**config.mk**
```make
export PLATFORM = sky130hd
export DESIGN_NAME = event_stream_monitor_flat
export DESIGN_NICKNAME = d
export VERILOG_FILES = /design/src/rtl/event_stream_monitor_if.sv /design/src/rtl/event_stream_monitor.sv /design/src/flat_wrapper.sv
export SDC_FILE = /design/constraint.sdc
export NUM_CORES = 1
export LEC_CHECK = 0
export ABC_AREA = 1
export BUFFER_PORTS_ARGS = -buffer_cell sky130_fd_sc_hd__buf_2
export CAP_MARGIN = 20
export CORE_MARGIN = 3
export CORE_UTILIZATION = 36
export DETAILED_ROUTE_END_ITERATION = 8
export SLEW_MARGIN = 20
export SYNTH_ARGS = -nofsm -noshare
export SYNTH_HDL_FRONTEND = slang
export SYNTH_SLANG_ARGS = --single-unit
```
**constraint.sdc**
```tcl
create_clock -name clk -period 2.3 [get_ports clk]
set_clock_uncertainty 0.1 [all_clocks]
set_input_delay 0.345 -clock clk [delete_from_list [all_inputs] [get_ports clk]]
set_output_delay 0.345 -clock clk [all_outputs]
set_load 0.005 [all_outputs]
```
**src/rtl/event_stream_monitor_if.sv**
```systemverilog
// Stream bundle between an event source and the event_stream_monitor.
// The master drives the events; the slave (the monitor) returns the evaluated streams and counters.
interface event_stream_monitor_if #(
  parameter int N_IN  = 2,
  parameter int W     = 32,
  parameter int DEPTH = 3
);
  logic                 en;
  logic [N_IN*W-1:0]    x;
  logic [N_IN-1:0]      new_x;
  logic [W-1:0]         a_out;
  logic                 a_valid;
  logic [DEPTH*W-1:0]   b_out;
  logic                 b_valid;
  logic [15:0]          evt_cnt;
  logic [15:0]          drop_cnt;

  modport master (
    output en, x, new_x,
    input  a_out, a_valid, b_out, b_valid, evt_cnt, drop_cnt
  );

  modport slave (
    input  en, x, new_x,
    output a_out, a_valid, b_out, b_valid, evt_cnt, drop_cnt
  );
endinterface

```
**src/rtl/event_stream_monitor.sv**
```systemverilog
// Two-stage event monitor: capture lanes on an event, then evaluate the lane sum
// (stream a) and the lane-0 history (stream b). Also counts accepted and dropped events.
module event_stream_monitor #(
  parameter int N_IN  = 2,
  parameter int W     = 32,
  parameter int DEPTH = 3
) (
  input  logic                  clk,
  input  logic                  rst,
  event_stream_monitor_if.slave bus
);

  logic                 s1_vld_q;
  logic [N_IN*W-1:0]    s1_x_q;
  logic [N_IN-1:0]      s1_new_q;
  logic [W-1:0]         a_q, a_d;
  logic                 a_vld_q;
  logic [DEPTH*W-1:0]   b_q, b_d;
  logic                 b_vld_q;
  logic [15:0]          evt_q, drop_q;
  logic                 evt;
  logic                 eval_a, eval_b;

  assign evt    = |bus.new_x;
  assign eval_a = s1_vld_q && (&s1_new_q);
  assign eval_b = s1_vld_q && s1_new_q[0];

  // Sum wraps naturally modulo 2^W; history shifts toward the oldest entry.
  always_comb begin
    a_d = '0;
    for (int i = 0; i < N_IN; i++) begin
      a_d = a_d + s1_x_q[i*W +: W];
    end
    b_d = b_q;
    b_d[W-1:0] = s1_x_q[W-1:0];
    for (int k = 1; k < DEPTH; k++) begin
      b_d[k*W +: W] = b_q[(k-1)*W +: W];
    end
  end

  always_ff @(posedge clk or negedge rst) begin
    if (!rst) begin
      s1_vld_q <= 1'b0;
      s1_x_q   <= '0;
      s1_new_q <= '0;
      a_q      <= '0;
      a_vld_q  <= 1'b0;
      b_q      <= '0;
      b_vld_q  <= 1'b0;
      evt_q    <= '0;
      drop_q   <= '0;
    end else begin
      if (evt && bus.en && (evt_q != 16'hFFFF)) begin
        evt_q <= evt_q + 16'd1;
      end
      if (evt && !bus.en && (drop_q != 16'hFFFF)) begin
        drop_q <= drop_q + 16'd1;
      end
      if (bus.en) begin
        s1_vld_q <= evt;
        if (evt) begin
          s1_x_q   <= bus.x;
          s1_new_q <= bus.new_x;
        end
        a_vld_q <= eval_a;
        if (eval_a) begin
          a_q <= a_d;
        end
        b_vld_q <= eval_b;
        if (eval_b) begin
          b_q <= b_d;
        end
      end else begin
        // Frozen: both stages keep their contents, only the pulses drop.
        a_vld_q <= 1'b0;
        b_vld_q <= 1'b0;
      end
    end
  end

  assign bus.a_out    = a_q;
  assign bus.a_valid  = a_vld_q;
  assign bus.b_out    = b_q;
  assign bus.b_valid  = b_vld_q;
  assign bus.evt_cnt  = evt_q;
  assign bus.drop_cnt = drop_q;

endmodule

```
**src/flat_wrapper.sv**
```systemverilog
// flat-port wrapper written by rule: the top's interface ports become plain ports
module event_stream_monitor_flat 
#(
  parameter int N_IN  = 2,
  parameter int W     = 32,
  parameter int DEPTH = 3
)
  (clk, rst, bus_en, bus_x, bus_new_x, bus_a_out, bus_a_valid, bus_b_out, bus_b_valid, bus_evt_cnt, bus_drop_cnt);
  event_stream_monitor_if #(.N_IN(N_IN), .W(W), .DEPTH(DEPTH)) bus_i ();
  input  logic clk;
  input  logic rst;
  input wire logic [$bits(bus_i.en)-1:0] bus_en;
  input wire logic [$bits(bus_i.x)-1:0] bus_x;
  input wire logic [$bits(bus_i.new_x)-1:0] bus_new_x;
  output wire logic [$bits(bus_i.a_out)-1:0] bus_a_out;
  output wire logic [$bits(bus_i.a_valid)-1:0] bus_a_valid;
  output wire logic [$bits(bus_i.b_out)-1:0] bus_b_out;
  output wire logic [$bits(bus_i.b_valid)-1:0] bus_b_valid;
  output wire logic [$bits(bus_i.evt_cnt)-1:0] bus_evt_cnt;
  output wire logic [$bits(bus_i.drop_cnt)-1:0] bus_drop_cnt;
  assign bus_i.en = bus_en;
  assign bus_i.x = bus_x;
  assign bus_i.new_x = bus_new_x;
  assign bus_a_out = bus_i.a_out;
  assign bus_a_valid = bus_i.a_valid;
  assign bus_b_out = bus_i.b_out;
  assign bus_b_valid = bus_i.b_valid;
  assign bus_evt_cnt = bus_i.evt_cnt;
  assign bus_drop_cnt = bus_i.drop_cnt;
  event_stream_monitor #(.N_IN(N_IN), .W(W), .DEPTH(DEPTH)) u_core (.clk(clk), .rst(rst), .bus(bus_i));
endmodule
```
* After elaboration in Yosys (flattened, before gate mapping)
Index checks and enable logic that the tools add are counted.
** Cells by class
- Eq/ne operators :: 2
- Reductions and logical operators :: 12
- Add/subtract/negate cells :: 3
- Mux-type cells :: 2
** Operators with widths (number)
- $add 16x1->16 const B :: 2
- $add 32x32->32 :: 1
- $ne 16x16->1 const B :: 2
- $reduce_and 2->1 :: 4
- $logic_and 1x1->1 :: 6
- $mux 1 :: 2
- $reduce_or 2->1 :: 1
- $logic_not 1->1 :: 1
** Storage, ports and cells
- Word-level logic and storage cells :: 28
- Input bits :: 69
- Bits in registers :: 229
- Output and inout bits :: 162

* Longest topological paths before layout
- Depth in word-level cells :: 3
- Depth in mapped cells :: 13

* Least setup slack after synthesis
OpenSTA, ideal clock, no wires.
- Path kind :: register to register
- From :: register u_core.s1_x_q[0]
- To :: register u_core.a_q[12] (netlist: u_core.bus.a_out[12])
- Cell stages (with the launch flop) :: 9
- Setup time :: 0.119 ns
- Data required time :: 2.081 ns
- Data arrival time :: 1.759 ns
- Slack :: 0.322 ns
- Clock period less this slack :: 1.978 ns
- Cells stage by stage :: dfrtp_1 ha_1 fa_1 nand3_1 nand3_1 nand3_1 nand3_1 xor2_1 a21bo_2
** On the way
- Longest elaborated chain between the ends :: 1
** RTL lines
- from (decl) :: line event_stream_monitor.sv:14 : logic [N_IN*W-1:0] s1_x_q;
- from (signal assigned) :: line event_stream_monitor.sv:62 : s1_x_q <= bus.x;
- $add 32x32->32 :: line event_stream_monitor.sv:32 : a_d = a_d + s1_x_q[i*W +: W];
- to (signal assigned) :: line event_stream_monitor.sv:46 : a_q <= '0;
- to (signal assigned) :: line event_stream_monitor.sv:67 : a_q <= a_d;
- to (decl) :: line event_stream_monitor.sv:16 : logic [W-1:0] a_q, a_d;
Every way passes these cells.
A chain may end at the register's enable or synchronous reset.

* Worst setup path in the final report
- From :: register u_core.s1_x_q[8]
- To :: register u_core.a_q[26] (netlist: u_core.bus.a_out[26])
The elaborated chain is that of the path after synthesis.

==> summary.md <==
| Metric | Value |
|---|---|
| Post-Synthesis Cell Area | `11200 µm²` |
| Vias post-DR | `10.1k` |
| Clock Sinks | `229` |
| Area of the multi-input gates | `4820 µm²` |
| Worst-Margin Slew | `0.727 ns` |
| Yosys warns | `0` |
| CP Cell Sequence | `ha_1 -> nand2_1 -> inv_1 -> nand2_1 -> nand2_1 -> inv_1 -> nand3_1 -> nand2_1 -> nand4_1 -> nand3_1 -> nand2_1` |
| Max transition margin | `51.5%` |
| Final Max Tran Viols | `0` |
| Global-route wire length before repair | `52.6 mm` |
| FILL cells | `3083` |
| Number of max-cap violations | `0` |
| Most frequent cells after synthesis | `nand2_1, dfrtp_1, inv_1, nor2_1, nand3_1` |
| GP Congestion | `0.886` |
| Ys async rst share | `100%` |
| Sw Share | `32.8%` |
| Total track usage | `19.2%` |
| Distinct cells, synth | `34` |
| Critical path class | `register to register` |
| Drt pass-1 iters | `5` |
| Most common cell in the netlist | `nand2_1` |
| Total wire length | `32.4 mm` |
| Io pins | `231` |
| GR Overflow Total | `0` |
| CP Capture Type | `register` |
| Fraction of layout cells with a size suffix above 1 | `17.6%` |
| Vert. Die Dim | `183 µm` |
| Post-Synthesis Cells | `1475` |
| Diode count | `0` |
| DRT iter0 DRCs | `665` |
| Int Power | `9.68 mW` |
| Worst Hold Endpoint | `u_core.s1_new_q[1]` |
| Post-synthesis mux area share | `0%` |
| Setup crit start kind | `register` |
| Worst path most repeated cell | `nand2_1` |
| Worst Path Required | `2.61 ns` |
| Post-Synth Simple-Gate Area | `32.9%` |
| Maximum clock path buffer count | `3` |
| Final setup vio count | `0` |
| Net Count, Synth | `1578` |
| Fin cells | `2192` |
| Crit share post-route | `91.8%` |
| Drc violations | `0` |
| Flip-flop and latch area | `5730 µm²` |
| IO buf count | `230` |
| Final nets | `1880` |
| CTS tree | `built` |
| Status | `finished, final reports clean` |
| Worst EP arrival | `2.42 ns` |
| Clock Latency Late Sink | `0.53 ns` |
| Seq/Total Area, Yosys | `51.0%` |
| Mean post-synth cell area | `7.62 µm²` |
| Peak supply drop | `0.514 mV` |
| Initial Util | `36.7%` |
| Number of synthesized register bits | `229` |
| Number of CTS-inserted buffers | `26` |
| Final antenna-violating net count | `0` |
| Fmax | `474 MHz` |
| RSZ-0062 raised after global routing | `no` |
| Row count | `64` |
| CTS H-tree lvls | `1` |
| Die span in x | `183 µm` |
| CTS clk-pin slew, worst paths | `0.06 ns` |
| Core outline area | `30700 µm²` |
| Vias in the first global route | `9795` |
| Worst-path maximum fanout | `5` |
| HPWL after detailed placement | `23.4 mm` |
| Number of flops mapped to enable cells by yosys | `0` |
| Area Overhead vs Synth | `29.4%` |
| Largest net degree at the start of global routing | `86` |
| Part of the power in registers | `41.8%` |
| Synth Flop Type | `dfrtp_1` |
| Post-Synth XOR/XNOR Area | `3.12%` |
| Launching point of the worst reg2reg path | `u_core.s1_x_q[8]` |
| Logic pwr share | `26.8%` |
| Area contributors post-synth | `dfrtp_1, nand2_1, inv_1` |
| Tmin final | `2.11 ns` |
| Reg2Reg Setup Slack | `0.19 ns` |
| Setup TNS | `0 ns` |
| HP Class | `input port to register` |
| Routed WL per cell | `14.8 µm` |
| Leakage | `8.38 nW` |
| Fin. Hold Viols | `0` |
| Worst Hold Launch | `bus_new_x[1]` |
| Largest family of logic cells by synthesized area | `simple AND/OR/NAND/NOR gates` |
| Clk pwr share | `31.3%` |
| Synth top area share | `51.0%` |
| Root Buffer | `clkbuf_16` |
| Hold path cells | `3` |
| Power density cells | `990 nW/µm²` |
| Die ar. | `33400 µm²` |
| Antenna violations before repair | `0` |
| Worst R2R Path Depth | `11` |
| Slowest CP cell | `dfrtp_1` |
| Psw | `4.73 mW` |
| Worst R2R End | `u_core.bus.a_out[26]` |
| Largest area contributor in the netlist | `dfrtp_1` |
| Vias per cell | `4.59` |
| Area share of fa/ha/maj cells after synthesis | `3.85%` |
| CP startpoint | `u_core.s1_x_q[8]` |
| Compound-Gate Fraction of Synth Area | `2.80%` |
| Inst Count DP | `2079` |
| Slowest stage delay, CP | `0.42 ns` |
## cells in the final DEF, fill, tap and decap left out, drive strengths merged
cell type and n:
nand2 771, nand4 5, clkinv 5, bufinv 4, nand3 64, ha 33
a21bo 1, o21ai 30, nor2 65, inv 143, nor3 15, and2 1
or2 3, dfrtp 229, a21o 1, buf 249, xnor2 15, clkbuf 38
xor2 25, nand3b 4, o21bai 3, dlygate4sd3 66, a21oi 25, fa 1
## worst max path at each step
stage	end	cells past startpoint
finish	u_core.bus.a_out[26]	11
global route	u_core.bus.a_out[22]	12
global placement	u_core.bus.a_out[27]	10
floorplan	u_core.bus.a_out[12]	8
detailed placement	u_core.bus.a_out[12]	8
CTS	u_core.bus.a_out[12]	8
## timing repair
| item | 4_1_cts | 5_1_grt |
|---|---|---|
| hold buffers | 66 | 0 |
| buffers inserted | 0 | 0 |
| setup endpoints to repair | 0 | 1 |
| hold endpoints to repair | 284 | 0 |
| resized for setup | 0 | 1 |
## cell type report
type	instances	share of cell area, %
clock buffers	38	5.41
clock inverters	9	1.07
inverters	143	3.70
multi-input cells	1062	33.1
flip-flops and latches	229	39.4
well taps	396	3.41
repair buffers	315	13.9
## per-stage QoR
step | utilization (%) | hold slack, ns | worst slack (ns) | power [mW] | area (µm²)
5_1_grt | 47.4 | 0.0488 | 0.0157 | 15.4 | 14600
2_1_floorplan | - | -0.0506 | 0.322 | 7.95 | 11200
4_1_cts | 47.4 | 0.0271 | 0.194 | 14.6 | 14500
3_5_place_dp | 42.2 | 0.157 | 0.212 | 9.87 | 12900
6_report | 47.4 | 0.0630 | 0.189 | 14.4 | 14600
3_3_place_gp | 42.2 | 0.157 | 0.225 | 9.82 | 12900
## critical path, delay by kind of cell, from the launching register on
kind | cells | cell delay [ns]
AND/OR/NAND/NOR | 8 | 0.94
buffers and inverters | 2 | 0.13
flip-flops | 1 | 0.42
adder cells (fa/ha/maj) | 1 | 0.40
## sequential cells by signal, summed over array words and instances (netlist names)
name,cells
u_core.bus.b_out,96
u_core.bus.drop_cnt,16
u_core.bus.a_out,32
u_core.bus.evt_cnt,16
u_core.s1_vld_q,1
u_core.bus.a_valid,1
u_core.bus.b_valid,1
u_core.s1_new_q,2
u_core.s1_x_q,64
## metal layers
| layer | GRT usage, % | wire, µm | vias up | share of wire [%] |
|---|---|---|---|---|
| met3 | 2.97 | 1780 | 61 | 5.5 |
| met2 | 28.7 | 13900 | 275 | 43 |
| met1 | 28.8 | 15800 | 4640 | 49 |
| li1 | - | - | 5096 | - |
| met5 | 0 | 0 | - | 0 |
| met4 | 5.79 | 959 | 0 | 3.0 |
## power by group through the flow
stage | clock [mW] | sequential [mW] | combinational (mW)
floorplan | 0 | 5.99 | 1.95
global placement | 0 | 6.04 | 3.77
detailed placement | 0 | 6.07 | 3.80
CTS | 4.63 | 6.02 | 3.92
global route | 4.81 | 6.19 | 4.43
finish | 4.51 | 6.02 | 3.86
## kinds of logic after synthesis
group                    after synthesis
AND/OR/NAND/NOR                      928
flip-flops                           229
buffers and inverters                184
AO/OA/AOI/OAI                         60
XOR/XNOR                              40
adder cells (fa/ha/maj)               34
Note: power is estimated with default switching activity, not from simulation.
